[config.mk]
export PLATFORM = sky130hd
export DESIGN_NAME = rr_req_agent
export DESIGN_NICKNAME = d
export VERILOG_FILES = /design/src/rtl/rr_req_agent.sv
export SDC_FILE = /design/constraint.sdc
export NUM_CORES = 1
export LEC_CHECK = 0
export BUFFER_PORTS_ARGS = -buffer_cell sky130_fd_sc_hd__buf_2
export CAP_MARGIN = 20
export CORE_MARGIN = 2
export CORE_UTILIZATION = 50
export DETAILED_ROUTE_END_ITERATION = 7
export PLACE_DENSITY = 0.7
export SYNTH_ARGS = -nofsm -noshare
export SYNTH_HDL_FRONTEND = slang
export SYNTH_SLANG_ARGS = --single-unit
[constraint.sdc]
create_clock -name clk -period 3.2 [get_ports clk]
set_input_delay 0.48 -clock clk [delete_from_list [all_inputs] [get_ports clk]]
set_output_delay 0.48 -clock clk [all_outputs]
set_load 0.01 [all_outputs]
[src/rtl/rr_req_agent.sv]
// rtl/rr_req_agent.sv - per-client request agent in front of a 16-way round-robin arbiter
//
// Purpose: tracks up to DEPTH outstanding requests per client, presents the
// request vector to the arbiter, retires one request per consumed grant and
// flags overflow, starvation and illegal grants.
//
// Ports:
//   clk, rst_n   - rising-edge clock, asynchronous active-low reset
//   push[15:0]   - per-client enqueue pulse
//   gnt[15:0]    - one-hot grant from the arbiter
//   clr_starve   - per-client clear of the sticky starve flag
//   req[15:0]    - request vector to the arbiter (combinational)
//   full[15:0]   - client pending count equals DEPTH (combinational)
//   done[15:0]   - one-cycle pulse after a consumed grant
//   starve[15:0] - sticky: client waited TIMEOUT or more cycles
//   ovf[15:0]    - sticky: a push was dropped because the client was full
//   err_gnt      - one-cycle pulse after a non-one-hot grant or a grant to an empty client
module rr_req_agent #(
  parameter int DEPTH   = 7,
  parameter int TIMEOUT = 64
) (
  input  logic        clk,
  input  logic        rst_n,
  input  logic [15:0] push,
  input  logic [15:0] gnt,
  input  logic [15:0] clr_starve,
  output logic [15:0] req,
  output logic [15:0] full,
  output logic [15:0] done,
  output logic [15:0] starve,
  output logic [15:0] ovf,
  output logic        err_gnt
);

  localparam int CW = $clog2(DEPTH + 1);
  localparam logic [CW-1:0] C_DEPTH   = CW'(DEPTH);
  localparam logic [7:0]    C_WAITMAX = 8'(TIMEOUT - 1);

  logic [CW-1:0] r_cnt  [16];
  logic [7:0]    r_wcnt [16];
  logic [15:0]   r_done;
  logic [15:0]   r_starve;
  logic [15:0]   r_ovf;
  logic          r_err_gnt;

  logic [15:0] w_nonempty;
  logic [15:0] w_full;
  logic [15:0] w_req;
  logic [15:0] w_consume;
  logic [15:0] w_push_ok;
  logic [15:0] w_drop;
  logic        w_multi;
  logic        w_err;

  // More than one grant bit set: x & (x-1) clears the lowest set bit.
  assign w_multi = |(gnt & (gnt - 16'd1));
  assign w_err   = w_multi | (|(gnt & ~w_nonempty));

  always_comb begin
    w_nonempty = '0;
    w_full     = '0;
    w_req      = '0;
    w_consume  = '0;
    w_push_ok  = '0;
    w_drop     = '0;
    for (int i = 0; i < 16; i++) begin
      w_nonempty[i] = (r_cnt[i] != '0);
      w_full[i]     = (r_cnt[i] == C_DEPTH);
      // A granted client hides its last pending request so the arbiter
      // cannot re-grant it in the following cycle.
      w_req[i]      = (r_cnt[i] > (gnt[i] ? CW'(1) : CW'(0)));
      w_consume[i]  = gnt[i] & w_nonempty[i] & ~w_multi;
      // A push into a full client fits only if a slot frees in the same cycle.
      w_push_ok[i]  = push[i] & (~w_full[i] | w_consume[i]);
      w_drop[i]     = push[i] & w_full[i] & ~w_consume[i];
    end
  end

  always_ff @(posedge clk or negedge rst_n) begin
    if (!rst_n) begin
      for (int i = 0; i < 16; i++) begin
        r_cnt[i]  <= '0;
        r_wcnt[i] <= '0;
      end
      r_done    <= '0;
      r_starve  <= '0;
      r_ovf     <= '0;
      r_err_gnt <= 1'b0;
    end else begin
      for (int i = 0; i < 16; i++) begin
        // A non-one-hot grant freezes every pending count for that cycle.
        if (!w_multi) begin
          if (w_push_ok[i] && !w_consume[i]) begin
            r_cnt[i] <= r_cnt[i] + CW'(1);
          end else if (w_consume[i] && !w_push_ok[i]) begin
            r_cnt[i] <= r_cnt[i] - CW'(1);
          end
        end

        if (!w_req[i] || w_consume[i]) begin
          r_wcnt[i] <= '0;
        end else if (r_wcnt[i] != 8'hff) begin
          r_wcnt[i] <= r_wcnt[i] + 8'd1;
        end

        // Set has priority over clear.
        if (w_req[i] && !w_consume[i] && (r_wcnt[i] == C_WAITMAX)) begin
          r_starve[i] <= 1'b1;
        end else if (clr_starve[i]) begin
          r_starve[i] <= 1'b0;
        end

        if (w_drop[i]) begin
          r_ovf[i] <= 1'b1;
        end
      end
      r_done    <= w_consume;
      r_err_gnt <= w_err;
    end
  end

  assign req     = w_req;
  assign full    = w_full;
  assign done    = r_done;
  assign starve  = r_starve;
  assign ovf     = r_ovf;
  assign err_gnt = r_err_gnt;

endmodule

# ---- Word-level counts from Yosys, hierarchy flattened
# Index checks and enable logic that the tools add are counted.
dict set report word_totals {
  ff_bits 225
  input_bits 50
}
dict set report classes {
  add_sub_neg 49
  magnitude_cmp 16
  n_eq_ne 48
  mux 112
  bitwise 133
  n_reduce_logical 210
}
# cell count
set op_table {}
lappend op_table {{2-to-1 mux 8 bit} 32}
lappend op_table {{adder 8 x 1 -> 8 bit, second input constant} 16}
lappend op_table {{equality test 8 x 6 -> 1 bit, second input constant} 16}
lappend op_table {{!= test 8 bit, second input constant} 16}
lappend op_table {{2-to-1 mux 3 bit} 32}
lappend op_table {{nonzero test 2 bit} 48}
lappend op_table {{bitwise AND 1 bit} 80}
lappend op_table {{logical AND 1 bit} 64}
lappend op_table {{adder 3 x 1 -> 3 bit, second input constant} 16}
lappend op_table {{equality test 3 bit, second input constant} 16}
lappend op_table {{greater-than comparator 3 x 1 -> 1 bit} 16}
lappend op_table {{zero test 1 bit} 48}
lappend op_table {{2-to-1 mux 1 bit} 48}
lappend op_table {{nonzero test 3 bit} 16}
lappend op_table {{subtractor 3 x 1 -> 3 bit, second input constant} 16}
lappend op_table {{inverter 1 bit} 33}
lappend op_table {{bitwise AND 16 bit} 2}
lappend op_table {{AND reduction 2 bit} 16}
lappend op_table {{OR reduction 16 bit} 2}
lappend op_table {{bitwise OR 1 bit} 17}
lappend op_table {{logical OR 1 bit} 16}
lappend op_table {{inverter 16 bit} 1}
lappend op_table {{subtractor 16 x 1 -> 16 bit, second input constant} 1}

# ---- Logic depth before layout (Yosys ltp)
# Gate-level depths: netlist (run 1).
dict set report depth {
  ltp_word 11
  mapped_depth 15
  mapped_depth_nobuf 12
}

# ---- Worst setup path after synthesis (run 1)
# Ideal clock, no wire load.
dict set report synth_path {
  path_kind {input-to-reg}
  from {in gnt[10]}
  to {reg r_cnt[5] (netlist bit)}
  arrival_time_ns 3.562
  setup_slack_ns -0.442
  stages 14
  cell_sequence {or2_1 -> or3_1 -> o31ai_1 -> o211ai_1 -> buf_2 -> buf_2 -> or4_1 -> a21boi_0 -> ha_1 -> inv_1 -> fa_1 -> xor2_1 -> nor4_1 -> xor2_1}
}
dict set report synth_between {
  elab_chain_cells 11
  word_cells_on_any_way 14
  classes_between {add/sub (1); mux (1); bitwise (5); reduce/logical (7)}
}
# element line
set synth_lines {}
lappend synth_lines {{start, declared} 25} ;# input logic [15:0] gnt,
lappend synth_lines {{subtractor 16 x 1 -> 16 bit} 56} ;# assign w_multi = |(gnt & (gnt - 16'd1));
lappend synth_lines {{bitwise AND 16 bit (*)} 56}
lappend synth_lines {{OR reduction 16 bit (*)} 56}
lappend synth_lines {{inverter 1 bit (no line) (*)} n/a}
lappend synth_lines {{bitwise AND 1 bit} 72} ;# w_consume[i] = gnt[i] & w_nonempty[i] & ~w_multi;
lappend synth_lines {{bitwise OR 1 bit} 74} ;# w_push_ok[i] = push[i] & (~w_full[i] | w_consume[i]);
lappend synth_lines {{bitwise AND 1 bit} 74}
lappend synth_lines {{zero test 1 bit} 95} ;# end else if (w_consume[i] && !w_push_ok[i]) begin
lappend synth_lines {{logical AND 1 bit} 95}
lappend synth_lines {{nonzero test 2 bit (no line)} n/a}
lappend synth_lines {{AND reduction 2 bit (no line)} n/a}
lappend synth_lines {{end signal, assigned by index} 94} ;# r_cnt[i] <= r_cnt[i] + CW'(1);
lappend synth_lines {{end signal, assigned by index} 96} ;# r_cnt[i] <= r_cnt[i] - CW'(1);
lappend synth_lines {{end, declared} 39} ;# logic [CW-1:0] r_cnt [16];
# Every way passes the cells marked *; elsewhere a longest branch is shown, timed or not.
# A chain may end at the register's enable or synchronous reset.

# ---- Worst setup path after layout (run 1)
dict set report layout_path {
  from {in gnt[10]}
  to {reg r_cnt[47] (netlist bit)}
}
# The elaborated chain is that of the path after synthesis.

==> impl_metrics.sql, run 1 <==
INSERT INTO impl_metrics (metric_group, metric, value, unit) VALUES
('critical_path', 'timing.critical_path.to_type', 'flop', ''),
('critical_path', 'worstSetupStartpoint', 'gnt[10]', ''),
('power', 'internal_power', '4.77', 'mW'),
('critical_path', 'worst-path-max-fanout', '7', ''),
('detailed_routing', 'post_drt_via_cell_ratio', '5.44', ''),
('power', 'combinationalPowerShare', '0.076', ''),
('power', 'share_clk_of_total_power', '0.454', ''),
('power', 'p_per_area', '417', 'nW/µm²'),
('synthesis', 'synthesis.nets', '1265', ''),
('finish', 'sequential_cell_area', '5630', 'µm²'),
('sta', 'slew_headroom', '0.510', ''),
('placement', 'dp_hpwl', '19300', 'µm'),
('critical_path', 'worst-setup-path-type', 'in2reg', ''),
('power', 'leakage', '7.23', 'nW'),
('synthesis', 'synth_most_common_cell', 'sky130_fd_sc_hd__dfrtp_1', ''),
('synthesis', 'synth.top_cells.by_area', 'sky130_fd_sc_hd__dfrtp_1 48%, sky130_fd_sc_hd__ha_1 5.1%, sky130_fd_sc_hd__nor2_1 4.7%', ''),
('detailed_routing', 'via_count', '9483', ''),
('grt', 'grt.total_usage', '0.216', ''),
('detailed_routing', 'wirelength', '27300', 'µm'),
('run', 'cap_violations', '0', ''),
('clock_network', 'clock_tree.buffer_depth', '3', ''),
('sta', 'layout_worst_path_cycle_share', '0.991', ''),
('synthesis', 'yosys.cell_types.count', '52', ''),
('finish', 'areaGrowthSynthToFinish', '26.9', '%'),
('synthesis', 'avgSynthCellArea', '10.3', 'µm²'),
('power', 'power', '6.26', 'mW'),
('floorplanning', 'initial_core_utilization', '0.506', ''),
('floorplanning', 'fp.coreArea', '23300', 'µm²'),
('detailed_routing', 'drcViolationCount', '0', ''),
('sta', 'finalHoldViolCount', '0', ''),
('synthesis', 'netlist_instances', '1151', ''),
('floorplanning', 'die_x', '158', 'µm'),
('power', 'power.switching', '1.48', 'mW'),
('sta', 'unrepaired_setup_endpoints_after_global_routing', 'true', ''),
('finish', 'drive_above_1_share', '0.317', ''),
('power', 'swShare', '0.237', ''),
('synthesis', 'async_flop_share', '1.00', ''),
('sta', 'finalClockSkew', '10.5', 'ps'),
('synthesis', 'most_common_flop_cell_mapped_by_yosys', 'sky130_fd_sc_hd__dfrtp_1', ''),
('synthesis', 'synth-edff-count', '0', ''),
('critical_path', 'critical_path.startpoint_type', 'input port', ''),
('clock_network', 'clk_pin_slew_worst_paths', '60', 'ps'),
('clock_network', 'number_of_sinks_on_the_clock_net', '225', ''),
('power', 'seqPwrFrac', '0.470', ''),
('synthesis', 'netlist_area', '11800', 'µm²'),
('floorplanning', 'die_height', '158', 'µm'),
('grt', 'antenna_found_initial', '1', ''),
('sta', 'period_needed', '3170', 'ps'),
('synthesis', 'synth_seq_cells', '225', ''),
('sta', 'layout_setup_ws', '27.7', 'ps'),
('synthesis', 'netlist_top_cells_count', '225 x sky130_fd_sc_hd__dfrtp_1, 147 x sky130_fd_sc_hd__nor2_1, 70 x sky130_fd_sc_hd__nand3_1', ''),
('hold_path', 'hold_path.startpoint', 'clr_starve[1]', ''),
('power', 'peakVddDrop', '0.347', 'mV'),
('sta', 'setup_violations', '0', ''),
('status', 'run_status', 'finished clean', ''),
('detailed_routing', 'detail-route-antenna-nets', '0', ''),
('sta', 'timing_worst_slew_pin_value', '728', 'ps'),
('synthesis', 'synthesis.yosys.warnings', '0', ''),
('clock_network', 'htreeDepth', '1', ''),
('placement', 'final_replace_weighted_congestion', '0.850', ''),
('synthesis', 'synth_seq_area_share', '0.477', ''),
('clock_network', 'cts_root_buffer', 'sky130_fd_sc_hd__clkbuf_16', ''),
('critical_path', 'startpoint_of_the_lowest_slack_register_to_register_path', 'r_cnt[6]', ''),
('finish', 'finalNetCount', '1521', ''),
('sta', 'drv_slew', '0', ''),
('clock_network', 'clock_insertion_delay_worst_skew', '530', 'ps'),
('floorplanning', 'fp-row-count', '56', ''),
('grt', 'pin_count_of_the_biggest_net_entering_global_routing', '72', ''),
('grt', 'grt_pass1_wl', '44100', 'µm'),
('sta', 'fmax', '0.315', 'GHz'),
('critical_path', 'worstPathArrival', '3620', 'ps');
==> through the flow <==
step                      hold WS (ps)  utilization  instance area (µm²)  TNS (ps)  cells
after floorplan                    184            -                12000     -4890   1151
after detailed placement           450        0.587                13700    -15570   1676
after CTS                          124        0.623                14500     -48.1   1722
after global placement             446        0.587                13700    -12520   1676
final                              142        0.642                15000         0   1743
after global routing               140        0.642                15000      -869   1742
==> timing repair <==
item	4_1_cts	5_1_grt
hold buffers	1	0
gates resized for setup	3	67
endpoints found under the hold margin	68	0
gates cloned	0	2
endpoints found under the setup margin	7	16
buffers inserted	1	19
pin swaps	3	37
==> kinds of logic (layout without fill, tap and decap cells) <==
logic type / after synthesis / count (layout) / synth area share
simple gates: 442 / 442 / 0.185
mux: 38 / 38 / 0.0339
fa+ha+maj: 66 / 66 / 0.0798
xor+xnor: 85 / 85 / 0.0630
flops: 225 / 225 / 0.477
other cells: 0 / 1 / 0
compound gates: 206 / 206 / 0.130
buf+inv: 89 / 361 / 0.0314
==> cell type report <==
type | instances | share of cell area
Tap cell | 319 | 0.0266
Timing Repair Buffer | 256 | 0.116
Clock buffer | 33 | 0.0486
Clock inverter | 11 | 0.00593
Antenna cell | 1 | 0.000167
Inverter | 61 | 0.0153
Multi-Input combinational cell | 837 | 0.412
Sequential cell | 225 | 0.376
==> registers in the layout, indices dropped and copies added, names as in the netlist <==
name	count
r_cnt	48
done	16
r_wcnt	128
err_gnt	1
ovf	16
starve	16
==> power groups by stage <==
stage	Clock, mW	Sequential, mW	Combinational [mW]
floorplan	0	2.98	0.220
global placement	0	2.99	0.438
detailed placement	0	2.99	0.453
CTS	2.90	2.94	0.459
global route	3.03	2.95	0.537
finish	2.84	2.94	0.476
==> cells in the final DEF, fill, tap and decap left out, types with 29 or more instances in the layout <==
cell type / instances
sky130_fd_sc_hd__buf_4: 115
sky130_fd_sc_hd__nor2_1: 146
sky130_fd_sc_hd__buf_2: 126
sky130_fd_sc_hd__xnor2_1: 38
sky130_fd_sc_hd__xor2_1: 46
sky130_fd_sc_hd__nand3_1: 69
sky130_fd_sc_hd__nor3_1: 34
sky130_fd_sc_hd__nand2_1: 43
sky130_fd_sc_hd__inv_1: 51
sky130_fd_sc_hd__dfrtp_1: 225
sky130_fd_sc_hd__and3_1: 45
sky130_fd_sc_hd__ha_1: 33
sky130_fd_sc_hd__clkbuf_16: 29
sky130_fd_sc_hd__o21ai_0: 60
==> worst paths after layout <==
path	slack, ps	cells past startpoint	to
max	30	15	r_cnt[47]
min	140	2	starve[1]
max reg2reg	590	9	r_cnt[8]
min reg2reg	460	1	ovf[0]
max in group asynchronous	1860	3	ovf[13]
min in group asynchronous	510	2	r_wcnt[114]
==> per-layer routing <==
| metal | vias to the layer above | wire length, µm | global-route usage |
|---|---|---|---|
| met5 | - | 0 | 0 |
| met4 | 0 | 567 | 0.0558 |
| met3 | 46 | 1320 | 0.0339 |
| met2 | 184 | 13200 | 0.365 |
| met1 | 4643 | 12200 | 0.290 |
| li1 | 4610 | - | - |
==> critical path: stages <==
cell and delay, ps:
sky130_fd_sc_hd__buf_6 100, sky130_fd_sc_hd__or2_1 240, sky130_fd_sc_hd__or3_4 330, sky130_fd_sc_hd__o31ai_2 180
sky130_fd_sc_hd__o211ai_1 210, sky130_fd_sc_hd__buf_4 200, sky130_fd_sc_hd__buf_12 130, sky130_fd_sc_hd__or3_1 380
sky130_fd_sc_hd__a21boi_1 140, sky130_fd_sc_hd__ha_1 180, sky130_fd_sc_hd__inv_1 50, sky130_fd_sc_hd__fa_1 370
sky130_fd_sc_hd__xor2_1 160, sky130_fd_sc_hd__nor4_1 280, sky130_fd_sc_hd__xor2_1 190
Note: power is estimated with default switching activity, not from simulation.
==> run 2: changes to the inputs <==
--- a/config.mk
+++ b/config.mk
@@ -8,9 +8,8 @@
 export BUFFER_PORTS_ARGS = -buffer_cell sky130_fd_sc_hd__buf_2
 export CAP_MARGIN = 20
 export CORE_MARGIN = 2
-export CORE_UTILIZATION = 50
+export CORE_UTILIZATION = 35
 export DETAILED_ROUTE_END_ITERATION = 7
-export PLACE_DENSITY = 0.7
 export SYNTH_ARGS = -nofsm -noshare
 export SYNTH_HDL_FRONTEND = slang
 export SYNTH_SLANG_ARGS = --single-unit
==> run 2 against run 1 <==
Compared with the run above: worst setup slack better by 60 ps; clock skew fell by 2.4 ps; worst hold slack worse by 1.1 ps; critical path type unchanged; highest routed layer is now met5.
==> impl_metrics.sql, run 2 (synthesis results as in run 1) <==
INSERT INTO impl_metrics (metric_group, metric, value, unit) VALUES
('status', 'run_status', 'finished clean', ''),
('placement', 'placement_stage_cell_area', '13900', 'µm²'),
('detailed_routing', 'drcViolationCount', '0', ''),
('sta', 'setup_violations', '0', ''),
('sta', 'unrepaired_setup_endpoints_after_global_routing', 'true', ''),
('detailed_routing', 'post_drt_via_cell_ratio', '5.03', ''),
('finish', 'drive_above_1_share', '0.291', ''),
('finish', 'finalNetCount', '1513', ''),
('critical_path', 'crit-reg2reg-capture', 'r_cnt[32]', ''),
('power', 'combinationalPowerShare', '0.073', ''),
('grt', 'grt.busiest_layer', 'met2', ''),
('finish', 'largest-register', 'r_wcnt', ''),
('power', 'power.switching', '1.49', 'mW'),
('grt', 'grt.total_usage', '0.156', ''),
('sta', 'timing_worst_slew_pin_value', '693', 'ps'),
('floorplanning', 'fp-row-count', '67', ''),
('placement', 'detailedPlace.worstSlack', '-499', 'ps'),
('grt', 'pin_count_of_the_biggest_net_entering_global_routing', '78', ''),
('clock_network', 'numCtsBuffers', '27', ''),
('hold_path', 'hold_path_end', 'starve[4]', ''),
('placement', 'final_replace_weighted_congestion', '0.841', ''),
('power', 'power', '6.49', 'mW'),
('clock_network', 'cts_tree', 'done', ''),
('sta', 'slew_headroom', '0.533', ''),
('finish', 'largest_register_ffs', '128', ''),
('power', 'swShare', '0.230', ''),
('grt', 'antenna_found_initial', '8', ''),
('sta', 'layout_worst_path_cycle_share', '0.973', ''),
('grt', 'grt_pass1_wl', '45600', 'µm'),
('power', 'internal_power', '5.00', 'mW'),
('placement', 'dp_hpwl', '20200', 'µm'),
('detailed_routing', 'detail-route-antenna-nets', '0', ''),
('clock_network', 'clk_pin_slew_worst_paths', '50', 'ps'),
('power', 'peakVddDrop', '0.359', 'mV'),
('power', 'p_per_area', '434', 'nW/µm²'),
('sta', 'hold-worst-slack', '141', 'ps'),
('grt', 'grt_remaining_overflow', '0', ''),
('detailed_routing', 'drt_iter0_markers', '477', ''),
('floorplanning', 'die_height', '188', 'µm'),
('sta', 'layout_setup_ws', '87.7', 'ps'),
('critical_path', 'timing.critical_path.to_type', 'flop', ''),
('finish', 'layout_top_registers', 'r_wcnt: 128 flops, r_cnt: 48 flops', ''),
('detailed_routing', 'number_of_detailed_route_iterations_in_the_first_pass', '4', ''),
('critical_path', 'critical_path.startpoint_type', 'input port', ''),
('clock_network', 'clock_insertion_delay_worst_skew', '530', 'ps'),
('critical_path', 'critical_path_data_required_time', '3650', 'ps'),
('finish', 'final_design_area_no_fill', '15000', 'µm²'),
('clock_network', 'clock_tree.buffer_depth', '3', ''),
('run', 'cap_violations', '0', ''),
('critical_path', 'reg2regPathDepth', '10', ''),
('critical_path', 'startpoint_of_the_lowest_slack_register_to_register_path', 'r_cnt[30]', ''),
('floorplanning', 'fp.coreArea', '33400', 'µm²'),
('critical_path', 'worst-setup-path-type', 'in2reg', ''),
('grt', 'use_met1', '0.211', ''),
('clock_network', 'htreeDepth', '1', ''),
('hold_path', 'min_delay_path_depth', '2', ''),
('clock_network', 'cts_root_buffer', 'sky130_fd_sc_hd__clkbuf_16', ''),
('power', 'leakage', '7.17', 'nW'),
('sta', 'finalClockSkew', '8.12', 'ps'),
('clock_network', 'number_of_sinks_on_the_clock_net', '225', ''),
('finish', 'layout.cells.most_common', 'sky130_fd_sc_hd__dfrtp_1', ''),
('grt', 'vias_in_the_first_global_route', '9192', ''),
('sta', 'finalHoldViolCount', '0', ''),
('critical_path', 'worstPathArrival', '3560', 'ps'),
('placement', 'numPortBuffers', '130', ''),
('grt', 'globalRouteMet2Util', '0.252', ''),
('floorplanning', 'initial_core_utilization', '0.354', ''),
('sta', 'fmax', '0.321', 'GHz'),
('power', 'seqPwrFrac', '0.453', ''),
('sta', 'drv_slew', '0', ''),
('detailed_routing', 'wirelength', '28200', 'µm'),
('grt', 'gr-usage-met3', '0.0359', ''),
('critical_path', 'worst-path-max-fanout', '8', ''),
('detailed_routing', 'routed_wire_length_per_instance', '15.1', 'µm'),
('power', 'share_clk_of_total_power', '0.474', ''),
('hold_path', 'hold_path.startpoint', 'clr_starve[4]', ''),
('hold_path', 'hold_path_class', 'in2reg', ''),
('detailed_routing', 'via_count', '9397', ''),
('sta', 'period_needed', '3110', 'ps'),
('floorplanning', 'ioPinCount', '131', ''),
('floorplanning', 'die_area', '35200', 'µm²'),
('finish', 'areaGrowthSynthToFinish', '26.8', '%'),
('floorplanning', 'die_x', '188', 'µm'),
('finish', 'layout.cells.most_common_list', '225 x sky130_fd_sc_hd__dfrtp_1, 147 x sky130_fd_sc_hd__nor2_1, 129 x sky130_fd_sc_hd__buf_2, 111 x sky130_fd_sc_hd__buf_4, 69 x sky130_fd_sc_hd__nand3_1', ''),
('critical_path', 'ff2ff_setup_slack', '670', 'ps');
run 2: cell types whose count changed in the layout (fill, tap and decap cells not counted), moves of 4 or more:
cell / previous run / this run
sky130_fd_sc_hd__clkbuf_1: 3 / 11
sky130_fd_sc_hd__or3_4: 12 / 7
sky130_fd_sc_hd__clkinv_2: 7 / 2
sky130_fd_sc_hd__a21boi_2: 13 / 7
sky130_fd_sc_hd__or3_1: 9 / 14
sky130_fd_sc_hd__fa_1: 3 / 9
sky130_fd_sc_hd__fa_2: 13 / 7
sky130_fd_sc_hd__buf_4: 115 / 111
run 2: what timing repair did:
item,4_1_cts,5_1_grt
resized for setup,0,25
hold buffers,1,0
hold endpoints to repair,72,0
endpoints found under the setup margin,0,16
buffers inserted,0,1
run 2: how the worst max path moves through the flow:
stage	cells after the start	start	slack [ps]	to
4_1_cts	14	gnt[10]	60	r_cnt[5]
2_1_floorplan	14	gnt[10]	-410	r_cnt[5]
3_3_place_gp	14	gnt[11]	-450	r_cnt[5]
5_1_grt	13	gnt[8]	-70	r_cnt[38]
3_5_place_dp	14	gnt[10]	-500	r_cnt[5]
6_report	13	gnt[8]	90	r_cnt[38]
run 2: final cells by class:
class                      instances  area, µm²
inverter                          61        229
antenna                            4       10.0
clock buffer                      43        786
fill                            3224      18400
timing repair buffer             245       1560
clock inverter                     5        100
tap                              448        561
sequential                       225       5630
multi-input combinational        839       6100
run 2: power groups by stage:
stage | sequential [mW] | clock (mW) | combinational, mW
finish | 2.94 | 3.08 | 0.473
floorplan | 2.98 | 0 | 0.220
global placement | 2.99 | 0 | 0.454
global route | 2.95 | 3.29 | 0.538
CTS | 2.94 | 3.19 | 0.470
detailed placement | 2.99 | 0 | 0.465
run 2: metrics by stage:
stage	cells	setup TNS (ps)	util
after floorplan	1151	-4890	-
after global placement	1814	-10620	0.417
after detailed placement	1814	-12410	0.417
after CTS	1863	0	0.444
after global routing	1866	-363	0.448
final	1870	0	0.449
run 2: layer usage:
layer	wire (µm)	share of wire
met1	13100	0.46
met3	1430	0.051
met5	52	0.0018
met4	709	0.025
met2	12900	0.46
run 2: critical path, cell delays in order:
cell                       delay, ps
sky130_fd_sc_hd__buf_2           140
sky130_fd_sc_hd__nor4_4          340
sky130_fd_sc_hd__nand3_2         150
sky130_fd_sc_hd__maj3_2          370
sky130_fd_sc_hd__or2_4           350
sky130_fd_sc_hd__or3_1           390
sky130_fd_sc_hd__a21boi_0        180
sky130_fd_sc_hd__ha_1            200
sky130_fd_sc_hd__inv_1            50
sky130_fd_sc_hd__fa_1            380
sky130_fd_sc_hd__xor2_1          170
sky130_fd_sc_hd__nor4_2          200
sky130_fd_sc_hd__xor2_1          170
==> run 3: changes to the inputs <==
--- a/config.mk
+++ b/config.mk
@@ -9,6 +9,7 @@
 export CAP_MARGIN = 20
 export CORE_MARGIN = 2
 export CORE_UTILIZATION = 35
+export CTS_BUF_LIST = sky130_fd_sc_hd__clkbuf_8
 export DETAILED_ROUTE_END_ITERATION = 7
 export SYNTH_ARGS = -nofsm -noshare
 export SYNTH_HDL_FRONTEND = slang
==> run 3 against run 2 <==
Compared with the run above: combinational power fell by 0.8%; global-route usage up 0.41 points; wire length shrank 0.36%; critical endpoint is now r_cnt[26]; non-clock buffer count fell by 1; first-iteration DRC count fell by 5.5%; flip-flop and latch count stayed put; utilization is essentially flat; die area did not move.
==> impl_metrics.sql, run 3 (synthesis results as in run 1) <==
INSERT INTO impl_metrics (metric_group, metric, value, unit) VALUES
('sta', 'period_needed', '3110', 'ps'),
('finish', 'finish.cell_count_without_fillers', '1894', ''),
('sta', 'timing_worst_slew_pin_value', '641', 'ps'),
('grt', 'antenna_found_initial', '8', ''),
('detailed_routing', 'routed_wire_length_per_instance', '14.8', 'µm'),
('critical_path', 'critical_path.n_buffers_inverters', '4', ''),
('detailed_routing', 'route.layer.met1.wl', '12900', 'µm'),
('sta', 'layout_setup_ws', '89.3', 'ps'),
('critical_path', 'startpoint_of_the_lowest_slack_register_to_register_path', 'r_cnt[26]', ''),
('critical_path', 'critical_path_data_required_time', '3700', 'ps'),
('critical_path', 'worstSetupStartpoint', 'gnt[8]', ''),
('critical_path', 'critical_path.slowest_cell', 'sky130_fd_sc_hd__or3_4', ''),
('detailed_routing', 'wirelength', '28100', 'µm'),
('critical_path', 'cpPeakStageDelay', '390', 'ps'),
('critical_path', 'worst-path-max-fanout', '8', ''),
('sta', 'hold-worst-slack', '96.3', 'ps'),
('sta', 'finalHoldViolCount', '0', ''),
('sta', 'finalClockSkew', '22.8', 'ps'),
('finish', 'largest-register', 'r_wcnt', ''),
('grt', 'grt_pass1_wl', '46000', 'µm'),
('detailed_routing', 'number_of_detailed_route_iterations_in_the_first_pass', '4', ''),
('finish', 'sequential_cell_area', '5630', 'µm²'),
('critical_path', 'path_cells', 'buf_2 > nor4_4 > nand3_2 > o31ai_2 > o211ai_1 > buf_4 > buf_4 > or3_4 > a21boi_2 > ha_2 > inv_1 > fa_1 > xor2_1 > nor4_2 > xor2_1', ''),
('critical_path', 'worstPathArrival', '3610', 'ps'),
('floorplanning', 'initial_core_utilization', '0.354', ''),
('run', 'cap_violations', '0', ''),
('detailed_routing', 'detail-route-antenna-nets', '0', ''),
('grt', 'vias_in_the_first_global_route', '9296', ''),
('hold_path', 'min_delay_path_depth', '2', ''),
('critical_path', 'reg2regPathDepth', '10', ''),
('clock_network', 'clock_tree.buffer_depth', '3', ''),
('floorplanning', 'die_x', '188', 'µm'),
('detailed_routing', 'post_drt_via_cell_ratio', '4.97', ''),
('placement', 'numPortBuffers', '130', ''),
('placement', 'dp_hpwl', '20200', 'µm'),
('detailed_routing', 'route.top_layer_used', 'met5', ''),
('clock_network', 'cts_tree', 'done', ''),
('sta', 'drv_slew', '0', ''),
('finish', 'layout_top_registers', 'r_wcnt: 128 flops, r_cnt: 48 flops', ''),
('placement', 'detailedPlace.worstSlack', '-499', 'ps'),
('detailed_routing', 'via_count', '9416', ''),
('finish', 'final_util', '0.448', ''),
('critical_path', 'worstSetupPathDepth', '15', ''),
('sta', 'slew_headroom', '0.568', ''),
('critical_path', 'critical_path.startpoint_type', 'input port', ''),
('clock_network', 'clock_insertion_delay_worst_skew', '570', 'ps'),
('sta', 'setup_violations', '0', ''),
('floorplanning', 'ioPinCount', '131', ''),
('sta', 'fmax', '0.321', 'GHz'),
('detailed_routing', 'detailroute.wirelength.met2', '12700', 'µm'),
('status', 'run_status', 'finished clean', ''),
('finish', 'largest_register_ffs', '128', ''),
('clock_network', 'number_of_sinks_on_the_clock_net', '225', ''),
('floorplanning', 'fp-row-count', '67', ''),
('detailed_routing', 'amount_of_wire_on_met3_after_detailed_routing', '1780', 'µm'),
('critical_path', 'path_delay_family', 'simple AND/OR/NAND/NOR gates', ''),
('clock_network', 'numCtsBuffers', '43', ''),
('critical_path', 'ff2ff_setup_slack', '640', 'ps'),
('hold_path', 'hold_path_class', 'in2reg', ''),
('grt', 'pin_count_of_the_biggest_net_entering_global_routing', '78', ''),
('power', 'p_per_area', '429', 'nW/µm²'),
('grt', 'grt.total_usage', '0.160', ''),
('critical_path', 'worst-setup-path-type', 'in2reg', ''),
('sta', 'layout_worst_path_cycle_share', '0.972', ''),
('detailed_routing', 'drcViolationCount', '0', ''),
('floorplanning', 'die_area', '35200', 'µm²'),
('placement', 'place.detailed.instances', '1814', ''),
('finish', 'total_area_of_multi_input_combinational_cells', '6070', 'µm²'),
('power', 'leakage', '7.24', 'nW'),
('finish', 'areaGrowthSynthToFinish', '26.7', '%'),
('grt', 'grt_remaining_overflow', '0', ''),
('finish', 'final.fill_count', '3223', ''),
('detailed_routing', 'drt_iter0_markers', '451', ''),
('critical_path', 'timing.critical_path.to_type', 'flop', ''),
('floorplanning', 'fp.coreArea', '33400', 'µm²'),
('finish', 'finalNetCount', '1527', ''),
('placement', 'final_replace_weighted_congestion', '0.841', ''),
('clock_network', 'clk_pin_slew_worst_paths', '60', 'ps'),
('clock_network', 'cts_root_buffer', 'sky130_fd_sc_hd__clkbuf_8', ''),
('floorplanning', 'die_height', '188', 'µm'),
('finish', 'drive_above_1_share', '0.301', ''),
('sta', 'final.setup.tns', '0', 'ps'),
('power', 'peakVddDrop', '0.281', 'mV'),
('clock_network', 'htreeDepth', '2', ''),
('finish', 'layout.cells.most_common_list', '225 x sky130_fd_sc_hd__dfrtp_1, 147 x sky130_fd_sc_hd__nor2_1, 129 x sky130_fd_sc_hd__buf_2, 110 x sky130_fd_sc_hd__buf_4, 69 x sky130_fd_sc_hd__nand3_1', ''),
('clock_network', 'cts_setup_buffers', '0', ''),
('finish', 'layout.cells.most_common', 'sky130_fd_sc_hd__dfrtp_1', ''),
('hold_path', 'hold_path.startpoint', 'clr_starve[7]', ''),
('sta', 'unrepaired_setup_endpoints_after_global_routing', 'true', '');
run 3: cell types whose count changed in the layout (fill, tap and decap cells not counted), moves of 3 or more:
cell,change
sky130_fd_sc_hd__nor4_1,+3
sky130_fd_sc_hd__inv_1,+8
sky130_fd_sc_hd__clkbuf_16,-27
sky130_fd_sc_hd__clkbuf_8,+53
sky130_fd_sc_hd__clkbuf_1,-11
sky130_fd_sc_hd__nor4_2,-3
sky130_fd_sc_hd__clkinv_2,+4
run 3: layer usage:
layer  track usage  vias to the layer above
met2         0.247                      170
met1         0.211                     4517
met5             0                        -
met3        0.0505                       63
met4        0.0584                        8
li1              -                     4658
run 3: layout make-up:
type | instances | share of cell area
diodes | 4 | 0.000669
clock buffers | 58 | 0.0533
clock inverters | 16 | 0.00803
inverters | 61 | 0.0153
multi-input cells | 838 | 0.405
flip-flops and latches | 225 | 0.376
well taps | 448 | 0.0375
repair buffers | 244 | 0.103
run 3: worst reg2reg max path: stages, from the launching register on:
cell and delay, ps:
sky130_fd_sc_hd__dfrtp_1 420, sky130_fd_sc_hd__nor3_1 370, sky130_fd_sc_hd__nand2b_1 210, sky130_fd_sc_hd__or3_4 150, sky130_fd_sc_hd__buf_4 120, sky130_fd_sc_hd__ha_2 170, sky130_fd_sc_hd__inv_1 50, sky130_fd_sc_hd__fa_1 370
sky130_fd_sc_hd__xor2_1 170, sky130_fd_sc_hd__nor4_2 280, sky130_fd_sc_hd__xor2_1 180
run 3: worst paths after layout:
path,end
worst max-delay path,r_cnt[26]
worst min-delay path,starve[7]
worst max register to register,r_cnt[26]
worst min register to register,ovf[5]
max in group asynchronous,r_cnt[6]
min in group asynchronous,starve[6]
run 3: stage by stage:
step	instance area [µm²]	total power, mW
after global placement	13900	3.44
after global routing	15000	6.74
after CTS	14800	6.56
after detailed placement	13900	3.46
after floorplan	12000	3.20
final	15000	6.41
run 3: report_power, final:
group | total [mW] | switching (mW) | leakage (nW) | internal (mW)
logic | 0.469 | 0.271 | 3.71 | 0.198
registers | 2.94 | 0.0467 | 3.01 | 2.90
clock network | 3.00 | 1.24 | 0.511 | 1.77
total | 6.41 | 1.55 | 7.24 | 4.86
run 3: what timing repair did:
item,4_1_cts,5_1_grt
setup endpoints to repair,0,16
gates resized for setup,0,19
endpoints found under the hold margin,72,0
hold buffers,1,0
